File: src/rtl/audio_pkg.sv
// Shared audio definitions: voice arbiter FSM states, the default
// half-period width and note half-period codes used by the sequencers.
package audio_pkg;

  localparam int unsigned HP_W_DEF = 7;

  typedef enum logic [1:0] {
    ST_IDLE = 2'd0,
    ST_PLAY = 2'd1,
    ST_GAP  = 2'd2
  } arb_state_e;

  // Half-period codes for the freq_synth voice (larger code = lower pitch).
  localparam logic [HP_W_DEF-1:0] NOTE_C4 = 7'd94;
  localparam logic [HP_W_DEF-1:0] NOTE_E4 = 7'd75;
  localparam logic [HP_W_DEF-1:0] NOTE_G4 = 7'd62;
  localparam logic [HP_W_DEF-1:0] NOTE_C5 = 7'd47;
  localparam logic [HP_W_DEF-1:0] NOTE_E5 = 7'd37;
  localparam logic [HP_W_DEF-1:0] NOTE_G5 = 7'd31;

endpackage

File: src/rtl/voice_arbiter_if.sv
// Bundle between the note sources and the voice arbiter. The master side
// drives tick/req/hp_in; the slave (arbiter) drives grant/hp_out/active/busy.
interface voice_arbiter_if
  import audio_pkg::*;
#(
  parameter int unsigned N_REQ = 4,
  parameter int unsigned HP_W  = HP_W_DEF
);

  logic                    tick;
  logic [N_REQ-1:0]        req;
  logic [N_REQ*HP_W-1:0]   hp_in;
  logic [N_REQ-1:0]        grant;
  logic [HP_W-1:0]         hp_out;
  logic                    active;
  logic                    busy;

  modport master (
    output tick, req, hp_in,
    input  grant, hp_out, active, busy
  );

  modport slave (
    input  tick, req, hp_in,
    output grant, hp_out, active, busy
  );

endinterface

File: src/rtl/rr_pick.sv
// Combinational winner search: first set request at or after base_i,
// wrapping around. Masked requests are skipped unless the mask would
// leave nobody eligible, in which case the mask is ignored.
module rr_pick #(
  parameter int unsigned N     = 4,
  parameter int unsigned IDX_W = 2
) (
  input  logic [N-1:0]     req_i,
  input  logic [N-1:0]     mask_i,
  input  logic [IDX_W-1:0] base_i,
  output logic [N-1:0]     grant_o,
  output logic [IDX_W-1:0] idx_o,
  output logic             valid_o
);

  logic [N-1:0]     cand;
  logic [IDX_W-1:0] pos;
  logic             found;

  // Rotating first-one search over the eligible request set
  always_comb begin
    cand    = req_i & ~mask_i;
    if (cand == '0) cand = req_i;
    grant_o = '0;
    idx_o   = '0;
    pos     = '0;
    found   = 1'b0;
    valid_o = |cand;
    for (int unsigned off = 0; off < N; off++) begin
      pos = IDX_W'((32'(base_i) + off) % N);
      if (!found && cand[pos]) begin
        found        = 1'b1;
        grant_o[pos] = 1'b1;
        idx_o        = pos;
      end
    end
  end

endmodule

File: src/rtl/voice_arbiter.sv
// Shares one freq_synth voice among N_REQ note sources with minimum and
// maximum note lengths and a silent gap between notes.
// Build option: define VOICE_ARB_ROUND_ROBIN_EN for rotating priority;
// otherwise lowest index wins (the one-shot forced-release mask applies
// in both builds).
module voice_arbiter
  import audio_pkg::*;
#(
  parameter int unsigned N_REQ     = 4,
  parameter int unsigned HP_W      = HP_W_DEF,
  parameter int unsigned CTR_W     = 5,
  parameter int unsigned MIN_HOLD  = 2,
  parameter int unsigned MAX_HOLD  = 20,
  parameter int unsigned GAP_TICKS = 1
) (
  input logic            clk,
  input logic            rst,
  voice_arbiter_if.slave bus
);

  localparam int unsigned IDX_W = $clog2(N_REQ);

  if (N_REQ < 2 || N_REQ > 8) begin : g_bad_n_req
    $error("voice_arbiter: N_REQ must be 2..8");
  end
  if (MAX_HOLD < MIN_HOLD) begin : g_bad_hold
    $error("voice_arbiter: MAX_HOLD must be >= MIN_HOLD");
  end
  if (MAX_HOLD >= (1 << CTR_W) || GAP_TICKS >= (1 << CTR_W)) begin : g_bad_ctr_w
    $error("voice_arbiter: CTR_W too narrow for MAX_HOLD/GAP_TICKS");
  end

  arb_state_e       state_q, state_d;
  logic [N_REQ-1:0] grant_q, grant_d;
  logic [N_REQ-1:0] mask_q, mask_d;
  logic [IDX_W-1:0] owner_q, owner_d;
  logic [HP_W-1:0]  hp_q, hp_d;
  logic             active_q, active_d;
  logic             busy_q, busy_d;
  logic [CTR_W-1:0] hold_q, hold_d;
  logic [CTR_W-1:0] gap_q, gap_d;

  logic [HP_W-1:0]  hp_lane [N_REQ];
  logic [N_REQ-1:0] pick_grant;
  logic [IDX_W-1:0] pick_idx;
  logic [IDX_W-1:0] base;
  logic             pick_valid;
  logic [CTR_W-1:0] hold_inc;
  logic             owner_req;
  logic             others_req;
  logic             rel_natural;
  logic             rel_forced;

  for (genvar g = 0; g < N_REQ; g++) begin : g_lane
    assign hp_lane[g] = bus.hp_in[g*HP_W +: HP_W];
  end

`ifdef VOICE_ARB_ROUND_ROBIN_EN
  logic [IDX_W-1:0] rr_q, rr_d;

  // Pointer moves to the slot after each new owner
  always_comb begin
    rr_d = rr_q;
    if (state_q == ST_IDLE && pick_valid) begin
      rr_d = (pick_idx == IDX_W'(N_REQ - 1)) ? '0 : pick_idx + 1'b1;
    end
  end

  // Round-robin pointer register
  always_ff @(posedge clk) begin
    if (rst) rr_q <= '0;
    else     rr_q <= rr_d;
  end

  assign base = rr_q;
`else
  assign base = '0;
`endif

  rr_pick #(
    .N     (N_REQ),
    .IDX_W (IDX_W)
  ) u_pick (
    .req_i   (bus.req),
    .mask_i  (mask_q),
    .base_i  (base),
    .grant_o (pick_grant),
    .idx_o   (pick_idx),
    .valid_o (pick_valid)
  );

  // Release decisions use the hold count after this cycle's tick
  always_comb begin
    hold_inc    = (bus.tick && hold_q < CTR_W'(MAX_HOLD)) ? hold_q + 1'b1 : hold_q;
    owner_req   = bus.req[owner_q];
    others_req  = |(bus.req & ~grant_q);
    rel_natural = !owner_req && (hold_inc >= CTR_W'(MIN_HOLD));
    rel_forced  = owner_req && others_req && (hold_inc >= CTR_W'(MAX_HOLD));
  end

  // Next-state and registered-output logic
  always_comb begin
    state_d = state_q;
    grant_d = grant_q;
    mask_d  = mask_q;
    owner_d = owner_q;
    hp_d    = hp_q;
    hold_d  = hold_q;
    gap_d   = gap_q;
    unique case (state_q)
      ST_IDLE: begin
        if (pick_valid) begin
          grant_d = pick_grant;
          owner_d = pick_idx;
          hp_d    = hp_lane[pick_idx];
          hold_d  = '0;
          mask_d  = '0;
          state_d = ST_PLAY;
        end
      end
      ST_PLAY: begin
        hold_d = hold_inc;
        if (owner_req) hp_d = hp_lane[owner_q];
        if (rel_natural || rel_forced) begin
          grant_d = '0;
          hold_d  = '0;
          if (rel_forced) mask_d = grant_q;
          gap_d   = CTR_W'(GAP_TICKS);
          state_d = (GAP_TICKS == 0) ? ST_IDLE : ST_GAP;
        end
      end
      ST_GAP: begin
        if (bus.tick) begin
          if (gap_q <= CTR_W'(1)) begin
            gap_d   = '0;
            state_d = ST_IDLE;
          end else begin
            gap_d = gap_q - 1'b1;
          end
        end
      end
      default: state_d = ST_IDLE;
    endcase
    active_d = (state_d == ST_PLAY);
    busy_d   = (state_d != ST_IDLE);
  end

  // State and output registers
  always_ff @(posedge clk) begin
    if (rst) begin
      state_q  <= ST_IDLE;
      grant_q  <= '0;
      mask_q   <= '0;
      owner_q  <= '0;
      hp_q     <= '0;
      active_q <= 1'b0;
      busy_q   <= 1'b0;
      hold_q   <= '0;
      gap_q    <= '0;
    end else begin
      state_q  <= state_d;
      grant_q  <= grant_d;
      mask_q   <= mask_d;
      owner_q  <= owner_d;
      hp_q     <= hp_d;
      active_q <= active_d;
      busy_q   <= busy_d;
      hold_q   <= hold_d;
      gap_q    <= gap_d;
    end
  end

  assign bus.grant  = grant_q;
  assign bus.hp_out = hp_q;
  assign bus.active = active_q;
  assign bus.busy   = busy_q;

endmodule

File: src/flat_wrapper.sv
// flat-port wrapper written by rule: the top's interface ports become plain ports
module voice_arbiter_flat import audio_pkg::*;
#(
  parameter int unsigned N_REQ     = 4,
  parameter int unsigned HP_W      = HP_W_DEF,
  parameter int unsigned CTR_W     = 5,
  parameter int unsigned MIN_HOLD  = 2,
  parameter int unsigned MAX_HOLD  = 20,
  parameter int unsigned GAP_TICKS = 1
)
  (clk, rst, bus_tick, bus_req, bus_hp_in, bus_grant, bus_hp_out, bus_active, bus_busy);
  voice_arbiter_if #(.N_REQ(N_REQ), .HP_W(HP_W)) bus_i ();
  input logic clk;
  input logic rst;
  input wire logic [$bits(bus_i.tick)-1:0] bus_tick;
  input wire logic [$bits(bus_i.req)-1:0] bus_req;
  input wire logic [$bits(bus_i.hp_in)-1:0] bus_hp_in;
  output wire logic [$bits(bus_i.grant)-1:0] bus_grant;
  output wire logic [$bits(bus_i.hp_out)-1:0] bus_hp_out;
  output wire logic [$bits(bus_i.active)-1:0] bus_active;
  output wire logic [$bits(bus_i.busy)-1:0] bus_busy;
  assign bus_i.tick = bus_tick;
  assign bus_i.req = bus_req;
  assign bus_i.hp_in = bus_hp_in;
  assign bus_grant = bus_i.grant;
  assign bus_hp_out = bus_i.hp_out;
  assign bus_active = bus_i.active;
  assign bus_busy = bus_i.busy;
  voice_arbiter #(.N_REQ(N_REQ), .HP_W(HP_W), .CTR_W(CTR_W), .MIN_HOLD(MIN_HOLD), .MAX_HOLD(MAX_HOLD), .GAP_TICKS(GAP_TICKS)) u_core (.clk(clk), .rst(rst), .bus(bus_i));
endmodule
File: config.mk
export PLATFORM = sky130hd
export DESIGN_NAME = voice_arbiter_flat
export DESIGN_NICKNAME = d
export VERILOG_FILES = /design/src/rtl/audio_pkg.sv /design/src/rtl/voice_arbiter_if.sv /design/src/rtl/rr_pick.sv /design/src/rtl/voice_arbiter.sv /design/src/flat_wrapper.sv
export SDC_FILE = /design/constraint.sdc
export NUM_CORES = 1
export LEC_CHECK = 0
export ABC_AREA = 1
export CELL_PAD_IN_SITES_DETAIL_PLACEMENT = 1
export CELL_PAD_IN_SITES_GLOBAL_PLACEMENT = 1
export CORE_ASPECT_RATIO = 2
export CORE_MARGIN = 3
export CORE_UTILIZATION = 37
export CTS_CLUSTER_SIZE = 24
export DETAILED_ROUTE_END_ITERATION = 7
export GPL_TIMING_DRIVEN = 1
export PLACE_DENSITY_LB_ADDON = 0.1
export SLEW_MARGIN = 0
export SYNTH_ARGS = -nofsm -noshare
export SYNTH_HDL_FRONTEND = slang
export SYNTH_HIERARCHICAL = 1
export SYNTH_SLANG_ARGS = --single-unit
File: constraint.sdc
create_clock -name clk -period 2.7 [get_ports clk]
set_clock_uncertainty 0.2 [all_clocks]
set_input_delay 0.405 -clock clk [delete_from_list [all_inputs] [get_ports clk]]
set_output_delay 0.405 -clock clk [all_outputs]
set_load 0.03 [all_outputs]
**After elaboration in Yosys (flattened, before gate mapping)**

Index checks and enable logic that the tools add are counted.

- Bits in registers: 31
- Bits in latches: 0
- Memory bits (writable): 0
- Memory bits (read-only): 0
- Output and inout bits: 13
- Logic and storage cells: 99
- Memories kept: 0

- Add/subtract/negate cells: 2
- Multiply operators: 0
- Div/mod/pow operators: 0
- $lt $le $gt $ge: 7
- Eq/ne operators: 8
- Shift operators: 0
- Multiplexer cells: 42
- Bitwise gates (word level): 6
- Reductions and logical operators: 25

Operator list:

| kind | number |
|---|---|
| $mux W7 | 6 |
| $mux W5 | 6 |
| $bmux W7 S2 | 2 |
| $mux W4 | 7 |
| $pmux W5 S2 | 2 |
| $pmux W4 S2 | 2 |
| $mux W2 | 7 |
| $pmux W7 S2 | 1 |
| $reduce_and A3 Y1 | 3 |
| $and A4 B4 Y4 | 2 |
| $ne A2 B1 Y1 const B | 4 |
| $not A4 Y4 | 2 |
| $reduce_or A4 Y1 | 2 |
| $logic_and A1 B1 Y1 | 7 |
| $ge A3 B3 Y1 const B | 2 |
| $mux W1 | 6 |
| $not A2 Y3 | 2 |
| $pmux W2 S3 | 1 |
| $reduce_bool A2 Y1 | 3 |
| $add A5 B1 Y5 const B | 1 |
| $ge A5 B2 Y1 const B | 1 |
| $ge A5 B5 Y1 const B | 1 |
| $le A5 B1 Y1 const B | 1 |
| $lt A5 B5 Y1 const B | 1 |
| 13 further kinds | 18 |

**Logic depth before layout (Yosys ltp)**

Gate-level depths: netlist (run 1).

- Depth in word-level cells: 20
- Gate-level depth with buffers: 19

**By module**

The synthesis (run 1) kept the hierarchy.

Modules (own cells, without submodules):

| module | times used | cells each | area each (sq um) | seq. area each (sq um) |
|---|---|---|---|---|
| voice_arbiter | 1 | 333 | 2098.3 | 620.6 |
| rr_pick | 1 | 103 | 619.3 | 0.0 |

**Least setup slack after synthesis (run 1)**

No wires, ideal clock.

- Kind: input to register
- Start point: in bus_req[2]
- End point: reg u_core.hp_q[2], in the netlist u_core/bus.hp_out[2]
- Arrival time: 2.168 ns
- Data required time: 2.409 ns
- Path slack: 0.241 ns
- Stages on the path: 16
- Path through: nand2_2 nand2_4 nor2_8 nand2_1 nand3_1 nand3_2 nand2_4 nor2_4 buf_6 nand3_2 nand3_1 clkbuf_1 o21ai_0 o21ai_0 nand2_1 a311oi_1

- Cells in the longest elaborated chain, start to end: 19
- Elaborated cells between the ends (all ways): 27

Ends and longest elaborated chain:

| element | RTL line | text |
|---|---|---|
| start: declaration | flat_wrapper.sv:16 | `input wire logic [$bits(bus_i.req)-1:0] bus_req;` |
| $and A4 B4 Y4 | rr_pick.sv:22 | `cand = req_i & ~mask_i;` |
| $logic_not A4 Y1 | rr_pick.sv:23 | `if (cand == '0) cand = req_i;` |
| $mux W4 (*) | rr_pick.sv:23 |  |
| $mux W1 | rr_pick.sv:31 | `if (!found && cand[pos]) begin` |
| $logic_not A1 Y1 | rr_pick.sv:31 |  |
| $logic_and A1 B1 Y1 | rr_pick.sv:31 |  |
| $mux W1 | rr_pick.sv:31 |  |
| $logic_not A1 Y1 | rr_pick.sv:31 |  |
| (+3 left out) | - |  |
| $logic_and A1 B1 Y1 | rr_pick.sv:31 |  |
| $mux W2 (*) | rr_pick.sv:31 |  |
| net u_core.pick_idx[0] | voice_arbiter.sv:45 | `logic [IDX_W-1:0] pick_idx;` |
| $not A2 Y3 (not written as such) (*) | voice_arbiter.sv:115 | `hp_d = hp_lane[pick_idx];` |
| $bmux W7 S2 (*) | voice_arbiter.sv:115 |  |
| $mux W7 (not written as such) (*) (2 in a row) | voice_arbiter.sv:115 |  |
| $mux W7 (*) | voice_arbiter.sv:112 | `if (pick_valid) begin` |
| $pmux W7 S2 (*) | voice_arbiter.sv:110 | `unique case (state_q)` |
| end signal: assignment | voice_arbiter.sv:165 | `hp_q <= hp_d;` |
| end: declaration | voice_arbiter.sv:37 | `logic [HP_W-1:0] hp_q, hp_d;` |

Mark *: on every way through the listed nets, which the timed path passes. The rest lies on a longest branch. The select of a mux whose other input is x is not followed.
A chain may end at the register's enable or synchronous reset.

**Worst setup path in the final report (run 1)**

- Start point: reg u_core.mask_q[2]
- End point: reg u_core.hp_q[1], in the netlist u_core/bus.hp_out[1]

- Cells in the longest elaborated chain, start to end: 20
- Elaborated cells between the ends (all ways): 25

Ends and longest elaborated chain:

| element | RTL line | text |
|---|---|---|
| start: declaration | voice_arbiter.sv:35 | `logic [N_REQ-1:0] mask_q, mask_d;` |
| start signal: assignment | voice_arbiter.sv:163 | `mask_q <= mask_d;` |
| $not A4 Y4 (*) | rr_pick.sv:22 |  |
| $and A4 B4 Y4 (*) | rr_pick.sv:22 |  |
| $logic_not A4 Y1 | rr_pick.sv:23 |  |
| $mux W4 (*) | rr_pick.sv:23 |  |
| $mux W1 | rr_pick.sv:31 |  |
| $logic_not A1 Y1 | rr_pick.sv:31 |  |
| $logic_and A1 B1 Y1 | rr_pick.sv:31 |  |
| $mux W1 | rr_pick.sv:31 |  |
| (+4 left out) | - |  |
| $logic_and A1 B1 Y1 | rr_pick.sv:31 |  |
| $mux W2 (*) | rr_pick.sv:31 |  |
| net u_core.pick_idx[0] | voice_arbiter.sv:45 |  |
| $not A2 Y3 (not written as such) (*) | voice_arbiter.sv:115 |  |
| $bmux W7 S2 (*) | voice_arbiter.sv:115 |  |
| $mux W7 (not written as such) (*) (2 in a row) | voice_arbiter.sv:115 |  |
| $mux W7 (*) | voice_arbiter.sv:112 |  |
| $pmux W7 S2 (*) | voice_arbiter.sv:110 |  |

Marks and branches as above.

==> reports/results.ini, run 1 <==
[layout]
antenna_cells=0
nets=561
final_util=0.534
syn_to_final_growth_pct=38.6
finish.instance_area_mm2=0.00377
drive_gt1_frac=0.215

[cts]
cts-root-buf=clkbuf_16
cts.sinks=31
cts_max_path_buffers=2
clkTransAtPathRegs_ns=0.05
cts_tree=yes
htree_levels=2
cts_buffers=5
clk_latency_ns=0.28

[logic_synthesis]
yosys_warnings=6
netlist_area_mm2=0.00272
synth_area_leaders=dfxtp_1 23%, nand2_1 13%, o21ai_0 9.2%, nand3_1 7.7%, inv_1 6.1%
synth_top_family_by_area=simple AND/OR/NAND/NOR gates
synthArstFlopShare=0
synth_top_cell_by_area=dfxtp_1
synth_common_cells=92 x nand2_1, 50 x o21ai_0, 44 x inv_1
syn_avg_cell_area_um2=6.23
ys_ff_latch=31
synth_xor_area_frac=0.0129
yosysTopAreaCellShare=0.228
yosys.area_share.adder=0.0322
synth-edff-count=0
synthMuxAreaShare=0
yosysSeqAreaShare=0.228
synth.most_common_cell=nand2_1
synth_compound_gate_area_share=0.196
yosys.area_share.simple=0.429
syn_inst=436
yosys_most_used_dff=dfxtp_1
ys_types=31

[worst_setup_path]
worst-path-stages=20
startpoint_type=register
reg2reg_depth=20
path_common_cell=nand2_1
cpLargestDelayFamily=simple AND/OR/NAND/NOR gates
slowest_delay_ns=0.33
path_buf_inv=5
slowest_stage=dfxtp_2
crit_chain=inv_1 -> nand2_2 -> nand2_4 -> nor2_8 -> nand2_1 -> nand3_2 -> nand2_1 -> nand2_1 -> nand2_1 -> nand3_1 -> nand2_1 -> inv_1 -> nand3_2 -> buf_6 -> inv_1 -> buf_4 -> nor2_1 -> o21ai_1 -> nand2_1 -> a31oi_1
r2r-end=u_core/bus.hp_out[1]
worst-setup-path-type=reg2reg
endpoint_kind=register
cp_data_required_time_ns=2.70
cp.arrival_ns=2.44
path_max_fanout=8
r2r_start=u_core/mask_q[2]
r2r_slack_ns=0.26

[drt]
dr.pass1.iters=4
ant_nets=0
vias=3163
wl_per_cell_um=14.9
routed_via_density=5.19
drtIter0Drc=106
drc=0
routed_wl_mm=9.11

[global_routing]
grt_max_degree=22
grt.overflow.total=0
antenna_found_initial=0
grt_pass1_wl_mm=15.2
first_global_vias=3321
track_usage=0.229

[min_path]
min_path_cells=2
hp-class=reg2reg
hp-start=u_core/hold_q[4]
hold_end=u_core/hold_q[4]

[sta]
finalSetupTns_ns=0
rsz0062_at_grt=false
slew_viol_final=0
setup_viol=0
post-route-period-util=0.905
fin_ws_ns=0.257
max_freq_ghz=0.409
period_needed_ns=2.44
final_hold_viol_count=0
relSlewSlack=0.629
worst_pin_slew_ns=0.555

[placed_design]
placed_area_mm2=0.00353
place_ws_ns=-0.338
numPortBuffers=47
place_congestion=0.858
dp_hpwl_mm=7.17

[pwr]
ir_drop_v=0.000247
p_leak_nw=1.74
power_density_mw_per_mm2=551

[floorplan]
fp-row-count=43
die_h_um=127
initial_core_util=0.386
dieArea_mm2=0.00847
core_area_mm2=0.00705
die_w_um=66.6
pin_count=48

[status]
status=finished clean

[run]
drv.max_cap_violation_count=0

==> metrics by stage <==
step | std cells | hold slack (ns) | power, mW
floorplan | 444 | 0.286 | 1.05
global placement | 600 | 0.299 | 1.35
detailed placement | 600 | 0.311 | 1.37
CTS | 608 | 0.319 | 2.05
global route | 610 | 0.353 | 2.20
finish | 610 | 0.317 | 2.08
==> cell families after synthesis <==
| group | after synthesis |
|---|---|
| simple gates | 228 |
| flops | 31 |
| buf+inv | 67 |
| fa+ha+maj | 7 |
| other cells | 1 |
| compound gates | 98 |
| xor+xnor | 4 |
==> worst max-delay path by stage <==
stage                                 from                    to
after global placement          bus_req[1]  u_core/bus.hp_out[1]
final                     u_core/mask_q[2]  u_core/bus.hp_out[1]
after global routing      u_core/mask_q[2]  u_core/bus.hp_out[0]
after CTS                       bus_req[1]  u_core/bus.hp_out[1]
after detailed placement        bus_req[1]  u_core/bus.hp_out[1]
after floorplan                 bus_req[2]  u_core/bus.hp_out[2]
==> registers in the layout, indices dropped and copies added (netlist names) <==
name               count
u_core/bus.busy        1
u_core/bus.grant       4
u_core/gap_q           5
u_core/state_q         2
u_core/owner_q         2
u_core/hold_q          5
u_core/bus.active      1
u_core/mask_q          4
u_core/bus.hp_out      7
==> metal layers <==
| layer | track usage | vias to the layer above | wire length [um] |
|---|---|---|---|
| met2 | 0.439 | 55 | 5140 |
| met4 | 0.109 | 0 | 307 |
| met5 | 0 | - | 0 |
| met3 | 0.0264 | 25 | 200 |
| li1 | - | 1590 | - |
| met1 | 0.233 | 1493 | 3470 |
==> repair_timing <==
item / 4_1_cts / 5_1_grt
endpoints found under the setup margin: 1 / 7
cloned: 0 / 0
hold buffers: 0 / 0
gates resized for setup: 2 / 19
endpoints found under the hold margin: 0 / 0
setup buffers: 0 / 2
pin swaps: 0 / 10
==> cell type report <==
type	instances	area, um^2
Clock buffer	6	139
Clock inverter	2	35.0
Fill cell	974	3280
Inverter	51	191
Multi-Input combinational cell	346	1890
Sequential cell	31	622
Tap cell	90	113
Timing Repair Buffer	84	774
==> where the power goes <==
| part | switching [mW] | internal, mW | total, mW |
|---|---|---|---|
| registers | 0.0465 | 0.508 | 0.554 |
| clock network | 0.210 | 0.458 | 0.668 |
| logic | 0.499 | 0.355 | 0.854 |
==> worst register-to-register path: cells and delay by family, from the launching register on <==
kind / cells / cell delay (ns)
AND/OR/NAND/NOR: 13 / 1.01
AO/OA/AOI/OAI: 2 / 0.33
flip-flops: 1 / 0.33
buffers and inverters: 5 / 0.50
==> placed cells by master, fill, tap and decap left out, types with 2 or more instances in the layout <==
cell             count
nor2_2               6
inv_1               44
buf_4               35
dfxtp_1             30
o21ai_1             12
clkdlybuf4s50_1     43
nand3_2             18
conb_1               9
inv_2                6
o21ai_2              2
nor2_4               3
o21ai_0             43
a21oi_1             26
xnor2_1              2
nor2_1              39
nand2_2             15
a31oi_1              5
nand2_1             92
nand4_1              8
clkbuf_16            5
nand2_4              7
ha_1                 7
nand3_1             39
xor2_1               2
a21oi_2              6
dlymetal6s2s_1       4
No activity file was read; power rests on OpenSTA's default activity.
==> inputs of run 2 (changes only) <==
--- a/config.mk
+++ b/config.mk
@@ -14,9 +14,10 @@
 export CTS_CLUSTER_SIZE = 24
 export DETAILED_ROUTE_END_ITERATION = 7
 export GPL_TIMING_DRIVEN = 1
-export PLACE_DENSITY_LB_ADDON = 0.1
+export PLACE_DENSITY_LB_ADDON = 0.25
 export SLEW_MARGIN = 0
 export SYNTH_ARGS = -nofsm -noshare
 export SYNTH_HDL_FRONTEND = slang
 export SYNTH_HIERARCHICAL = 1
 export SYNTH_SLANG_ARGS = --single-unit
+export TNS_END_PERCENT = 5
==> run 2 against run 1 <==
Fmax grew 1.2%. Largest cell class unchanged. Routed wire length grew 2.7%. Combinational power shrank 0.6%. Hold slack gained 0.0017 ns. Non-clock buffer count shrank 2. Sequential power is essentially flat. Critical path depth is the same. Design area shrank 1.1%. Highest routed layer unchanged. Via count grew 0.63%.
==> reports/results.ini, run 2 (synthesis results as in run 1) <==
[placed_design]
dp_hpwl_mm=7.36
placed_area_mm2=0.00350
numPortBuffers=47
place_congestion=0.907
dp.cells=597

[global_routing]
grt_max_degree=22
grt.overflow.total=0
first_global_vias=3460
antenna_found_initial=0
grt_pass1_wl_mm=15.7
track_usage=0.236

[layout]
final_util=0.529
antenna_cells=0
syn_to_final_growth_pct=37.1
layout_common_cells=92 x nand2_1, 44 x inv_1, 43 x clkdlybuf4s50_1, 43 x o21ai_0
finish.instance_area_mm2=0.00373
final_common_cell=nand2_1
drive_gt1_frac=0.201
fin_cells=608
nets=559
largest_reg_flops=7
n_fill_cell=961

[sta]
setup_viol=0
rsz0062_at_grt=false
worst_pin_slew_ns=0.563
max_freq_ghz=0.414
final_hold_viol_count=0
post-route-period-util=0.894
finalSetupTns_ns=0
slew_viol_final=0
relSlewSlack=0.624
period_needed_ns=2.41

[cts]
cts_tree=yes
clkTransAtPathRegs_ns=0.05
clk_latency_ns=0.28
cts-root-buf=clkbuf_16
htree_levels=2
cts.sinks=31
cts_buffers=5
cts_max_path_buffers=2
ctsHoldBuffers=0

[drt]
routed_via_density=5.24
drc=0
wl_per_cell_um=15.4
dr.pass1.iters=4
ant_nets=0
drtIter0Drc=131
vias=3183
routed_wl_mm=9.36

[worst_setup_path]
slowest_delay_ns=0.33
worst-setup-path-type=reg2reg
endpoint_kind=register
cpLargestDelayFamily=simple AND/OR/NAND/NOR gates
path_buf_inv=4
path_common_cell=nand2_1
startpoint_type=register
cp_data_required_time_ns=2.71
crit_chain=inv_1 -> nand2_2 -> nand2_4 -> nor2_8 -> nand2_1 -> nand3_2 -> nand2_1 -> nand2_1 -> nand2_1 -> nand3_1 -> nand2_1 -> inv_1 -> nand3_2 -> buf_6 -> buf_12 -> a21oi_1 -> o21ai_1 -> o21ai_1 -> nand2_1 -> a31oi_1
cp.arrival_ns=2.43
slowest_stage=dfxtp_1
path_max_fanout=15

[pwr]
power_frac_seq=0.267
totalPowerFinal_mw=2.07
clockPowerShare=0.323
p_leak_nw=1.73
power_density_mw_per_mm2=556
ir_drop_v=0.000268
comb_power_share=0.409
intPower_mw=1.31
switching_power_mw=0.761
swShare=0.367

[floorplan]
fp-row-count=43
dieArea_mm2=0.00847
core_area_mm2=0.00705
initial_core_util=0.386
die_h_um=127
die_w_um=66.6
pin_count=48

[status]
status=finished clean

[run]
drv.max_cap_violation_count=0

[min_path]
hp-class=reg2reg

run 2: changes by cell type in the layout (fill, tap and decap cells not counted), sizes merged:
cell	delta
dlygate4sd2	+1
dlymetal6s2s	-1
buf	-2
run 2: power by group through the flow:
stage | Clock, mW | Sequential (mW) | Combinational [mW]
after floorplan | 0 | 0.607 | 0.439
after global placement | 0 | 0.563 | 0.783
after detailed placement | 0 | 0.563 | 0.810
after CTS | 0.675 | 0.554 | 0.820
after global routing | 0.693 | 0.560 | 0.937
final | 0.670 | 0.554 | 0.849
run 2: final cells by class:
type | count | area, um^2 | area share
inverters | 51 | 191 | 0.0514
clock inverters | 2 | 35.0 | 0.00940
clock buffers | 6 | 139 | 0.0373
well taps | 90 | 113 | 0.0302
repair buffers | 82 | 757 | 0.203
flip-flops and latches | 31 | 621 | 0.167
multi-input cells | 346 | 1870 | 0.502
run 2: final timing paths:
check,cells after the start,slack (ns),end,start
worst min-delay path,2,0.32,u_core/bus.hp_out[6],u_core/bus.hp_out[6]
worst max register to register,20,0.29,u_core/bus.hp_out[1],u_core/mask_q[3]
worst min register to register,2,0.32,u_core/bus.hp_out[6],u_core/bus.hp_out[6]
worst max-delay path,20,0.29,u_core/bus.hp_out[1],u_core/mask_q[3]
run 2: repair_timing:
action / 4_1_cts / 5_1_grt
cloned: 0 / 1
hold endpoints to repair: 0 / 0
endpoints found under the setup margin: 1 / 7
buffers inserted: 0 / 2
pin swaps: 1 / 7
gates resized for setup: 2 / 14
run 2: worst register-to-register path: stages, from the launching register on:
cell	delay, ns
dfxtp_1	0.33
inv_1	0.06
nand2_2	0.09
nand2_4	0.07
nor2_8	0.15
nand2_1	0.08
nand3_2	0.09
nand2_1	0.06
nand2_1	0.05
nand2_1	0.06
nand3_1	0.07
nand2_1	0.05
inv_1	0.07
nand3_2	0.08
buf_6	0.14
buf_12	0.14
a21oi_1	0.14
o21ai_1	0.11
o21ai_1	0.10
nand2_1	0.07
a31oi_1	0.14
run 2: layer usage:
| metal | vias to the layer above | GRT usage | wire (um) |
|---|---|---|---|
| met5 | - | 0 | 0 |
| met4 | 0 | 0.127 | 345 |
| met3 | 20 | 0.0220 | 200 |
| met2 | 54 | 0.464 | 5450 |
| met1 | 1520 | 0.224 | 3360 |
| li1 | 1589 | - | - |
run 2: per-stage QoR:
step	hold slack, ns	setup slack, ns
2_1_floorplan	0.286	0.241
4_1_cts	0.313	0.0154
3_5_place_dp	0.305	-0.304
6_report	0.319	0.286
3_3_place_gp	0.300	-0.157
5_1_grt	0.359	0.0310
==> inputs of run 3 (changes only) <==
--- a/config.mk
+++ b/config.mk
@@ -15,7 +15,7 @@
 export DETAILED_ROUTE_END_ITERATION = 7
 export GPL_TIMING_DRIVEN = 1
 export PLACE_DENSITY_LB_ADDON = 0.25
-export SLEW_MARGIN = 0
+export SLEW_MARGIN = 20
 export SYNTH_ARGS = -nofsm -noshare
 export SYNTH_HDL_FRONTEND = slang
 export SYNTH_HIERARCHICAL = 1
==> results of run 3 <==
The final DEF is identical to that of run 2; final timing and power are the same.
==> variant 1, RTL diff (config.mk and constraints of run 2) <==
The option `VOICE_ARB_ROUND_ROBIN_EN` is turned on by a define.
--- a/src/rtl/voice_arbiter.sv
+++ b/src/rtl/voice_arbiter.sv
@@ -5,2 +5,4 @@
 // in both builds).
+`define VOICE_ARB_ROUND_ROBIN_EN
+
 module voice_arbiter
Formal check against the unedited RTL: not equivalent (Yosys sat finds a counterexample within 10 cycles, from zero or initial values and one cycle with rst high).
==> variant 1 against run 2 <==
Synthesized area is 4.5% higher; sequential cell count increased by 2; routed wire length rose by 3.2%; worst setup slack worse by 0.15 ns; die area rose by 4.2%; cell area grew 5.8%; first-iteration DRC count shrank 3.8%; highest routed layer unchanged.
Power is not compared: it rests on default switching activity, and its combinational part moved more than twofold at a synthesized area within 25%.
==> variant 1: results (changes against run 2) <==
- Sequential cell area share: 16.89% (+0.23 points)
- Status: complete, no violations
- Library cells used by synthesis: 32 (+3.2%)
- Inverters: 49 (-3.9%)
- Clock-cell share: 4.381% (-0.29 points)
- DP Cell Count: 613 (+2.7%)
- DR iter-0 viols: 126 (-3.8%)
- Reg power frac: 16.6%
- Post-Synth XOR/XNOR Area: 1.233% (-0.056 points)
- Tot GR Track Use: 23.12% (-0.44 points)
- Number of clock-tree buffers in the layout: 7 (+1)
- Mux cell area share after synthesis: 0% (unchanged)
- Multi-input gate count: 356 (+2.9%)
- Post-detail-place hpwl: 7506 µm (+2.0%)
- Gp weighted congestion: 0.8847 (-2.5%)
- Most frequent cells after synthesis: nand2_1 (97), o21ai_0 (60), nor2_1 (55)
- Met3 routed WL: 310 µm (+55%)
- Pre-CTS WS: -0.3787 ns (-0.07512 ns)
- Max transition margin: 62.48% (about the same)
- DR WL/cell: 15.42 µm (+0.12%)
- Met2 Use GR: 46.13% (-0.30 points)
- Share of the yosys chip area belonging to registers: 23.26% (+0.42 points)
- Area delta synth->final: 38.77%
- Syn Inst Count: 452 (+3.7%)
- Slowest-stage cell, CP: dlygate4sd2_1
- First-pass GRT wire length: 15860 µm (+1.1%)
- M1 GR Usage: 22.43% (+0.031 points)
- Antenna cells: 0 (unchanged)
- Ys Warns: 6 (unchanged)
- CP arrival: 2.56 ns (+0.13 ns)
- Fraction of area in multi-input gates: 50.89% (+0.69 points)
- Main area contributors after synthesis: dfxtp_1 (23%), nand2_1 (13%), o21ai_0 (11%)
- Largest net degree at the start of global routing: 22 (unchanged)
- Peak VDD IR: 0.6915 mV
- Chip width: 67.95 µm (+2.0%)
- Number of signal-net buffers in the layout: 89 (+8.5%)
- Vias per inst: 5.293 (+1.1%)
- Final Net Count: 577 (+3.2%)
- Largest stage delay on the critical path: 0.26 ns (-0.07 ns)
- Synth Register Bits: 33 (+6.5%)
- Routed met2 length: 5667 µm (+4.0%)
- Layout fillers: 1011 (+5.2%)
- Synth Area in Compound Gates: 18.06% (-1.6 points)
- Wl on met1: 3391 µm (+0.80%)
- Largest register FFs: 7 (unchanged)
- Port Buffers: 47 (unchanged)
- Crit-path leading delay family: simple AND/OR/NAND/NOR gates
- Share of cells above drive strength 1: 23.36% (+3.3 points)
- Clock-pin slew on the worst setup and hold paths: 0.05 ns (about the same)
- DP Area: 3617 µm² (+3.3%)
- Vias in the first global route: 3505 (+1.3%)
- Crit path max fanout: 9 (-6)
- Met3 global-route usage: 3.015% (+0.82 points)
- Non-Filler Instances: 627 (+3.1%)
- Buffering overhead: 20.16% (-0.16 points)
- Adder-Cell Fraction of Synth Area: 3.524% (+0.30 points)
variant 1: timing repair:
action	4_1_cts	5_1_grt
setup endpoints to repair	6	13
gates resized for setup	13	29
pin swaps	6	11
gates cloned	0	1
buffers inserted	3	2
variant 1: path summary, 6_finish.rpt:
path         slack (ns)  cells past startpoint                                 to                           from
max reg2reg        0.14                     20  u_core/bus.hp_out[6]$_SDFFE_PP0P_  u_core/mask_q[3]$_SDFFE_PP0P_
min reg2reg        0.30                      2      u_core/mask_q[3]$_SDFFE_PP0P_  u_core/mask_q[3]$_SDFFE_PP0P_
min                0.30                      2      u_core/mask_q[3]$_SDFFE_PP0P_  u_core/mask_q[3]$_SDFFE_PP0P_
max                0.14                     20  u_core/bus.hp_out[6]$_SDFFE_PP0P_                     bus_req[3]
variant 1: cell families after synthesis:
family | Yosys count
compound gates | 96
flops | 33
buf+inv | 63
simple gates | 248
fa+ha+maj | 8
xor+xnor | 4
==> variant 2, RTL diff (flow settings as in run 2) <==
Without the edit above. The 3 states of `arb_state_e` get a one-hot encoding in 3 bits.
--- a/src/rtl/audio_pkg.sv
+++ b/src/rtl/audio_pkg.sv
@@ -6,6 +6,6 @@
 
-  typedef enum logic [1:0] {
-    ST_IDLE = 2'd0,
-    ST_PLAY = 2'd1,
-    ST_GAP  = 2'd2
+  typedef enum logic [2:0] {
+    ST_IDLE = 3'b001,
+    ST_PLAY = 3'b010,
+    ST_GAP  = 3'b100
   } arb_state_e;
Check against the original RTL: same outputs for any inputs over 10 cycles, from zero or initial values and one cycle with rst high; not proved beyond that.
==> variant 2 against run 2 <==
Synthesized cell count up 0.23%; worst setup slack worse by 0.097 ns; clock power up 3.1%; total power down 2.9%; synthesized area up 0.97%; via count up 0.35%; routed wire length up 0.58%; combinational power down 9.3%; final cell count up 0.66%; cell area up 3.0%; hold slack worse by 0.031 ns; core utilization up 1.6 points; sequential cell count up 1; largest power group unchanged.
==> variant 2: results (changes against run 2) <==
- Psw: 0.6915 mW (-9.1%)
- Pleak: 1.721 nW (-0.27%)
- First-pass GRT wire length: 14910 µm (-4.9%)
- Slowest-stage cell, CP: dfxtp_2
- Status: complete, no violations
- DP Cell Count: 597 (unchanged)
- Non-Filler Instances: 612 (+0.66%)
- DR iter-0 viols: 110 (-16%)
- Met2 Use GR: 44.26% (-2.2 points)
- Share of cells above drive strength 1: 19.54% (-0.54 points)
- Inverters: 55 (+7.8%)
- Gp weighted congestion: 0.8816 (-2.8%)
- Area delta synth->final: 39.85%
- Met3 routed WL: 233 µm (+17%)
- Number of signal-net buffers in the layout: 85 (+3.7%)
- Hold path endpoint: u_core/mask_q[1]$_SDFFE_PP0P_
- Pre-CTS WS: -0.3312 ns (-0.02759 ns)
- Post-detail-place hpwl: 7284 µm (-1.0%)
- Layout fillers: 952 (-0.94%)
- R2R Setup Slk: 0.19 ns (-0.10 ns)
- Routed WL: 9416 µm (+0.58%)
- Sequential cell area share: 16.73% (+0.071 points)
- Worst-Margin Slew: 0.5762 ns (+0.01346 ns)
- DP Area: 3532 µm² (+0.82%)
- CP Launch Point: u_core/mask_q[2]$_SDFFE_PP0P_
- Hold Crit Start: u_core/mask_q[1]$_SDFFE_PP0P_
- Hold WC Path Type: flip-flop to flip-flop
- Tot GR Track Use: 22.41% (-1.2 points)
- Worst r2r src: u_core/mask_q[2]$_SDFFE_PP0P_
- Final Net Count: 563 (+0.72%)
- Hold slack: 0.2879 ns (-0.03063 ns)
- Multi-input logic area: 1882 µm² (+0.60%)
- Clock-cell share: 4.760% (+0.093 points)
- M1 GR Usage: 21.57% (-0.84 points)
- Total clock sinks: 32 (+3.2%)
- Share of the yosys chip area belonging to registers: 23.35% (+0.51 points)
- Routed met2 length: 5506 µm (+1.0%)
- Crit share post-route: 93.00% (+3.6 points)
- P_seq: 0.553 mW (about the same)
- Crit path max fanout: 7 (-8)
- Syn Inst Count: 437 (+0.23%)
- Met3 global-route usage: 1.930% (-0.27 points)
- Buffering overhead: 21.06% (+0.75 points)
- Main area contributors after synthesis: dfxtp_1 (23%), nand2_1 (12%), o21ai_0 (9.3%)
- Most frequent cells after synthesis: nand2_1 (89), inv_1 (52), o21ai_0 (51)
- Comb pwr: 0.770 mW (-9.3%)
-- variant 2: cell types whose count changed after synthesis, sizes merged, moves of 2 or more --
cell and change:
nor2 -10, xor2 +2, nand3 +4, xnor2 -2, a31oi +2, nor3 +3, a311oi -2, nand2 -3
inv +5, o21ai -2, nand4 +2
-- variant 2: cell families after synthesis --
| kind of cell | after synthesis | share of synthesized area (%) |
|---|---|---|
| flops | 32 | 23.35 |
| buf+inv | 71 | 10.53 |
| compound gates | 97 | 18.65 |
| other cells | 1 | 0.1367 |
| xor+xnor | 4 | 1.277 |
| fa+ha+maj | 7 | 3.192 |
| simple gates | 225 | 42.86 |
-- variant 2: repair_timing --
action | CTS | global route
resized for setup | 1 | 22
gates cloned | 0 | 1
pin swaps | 0 | 8
buffers inserted | 0 | 6
endpoints found under the setup margin | 7 | 7
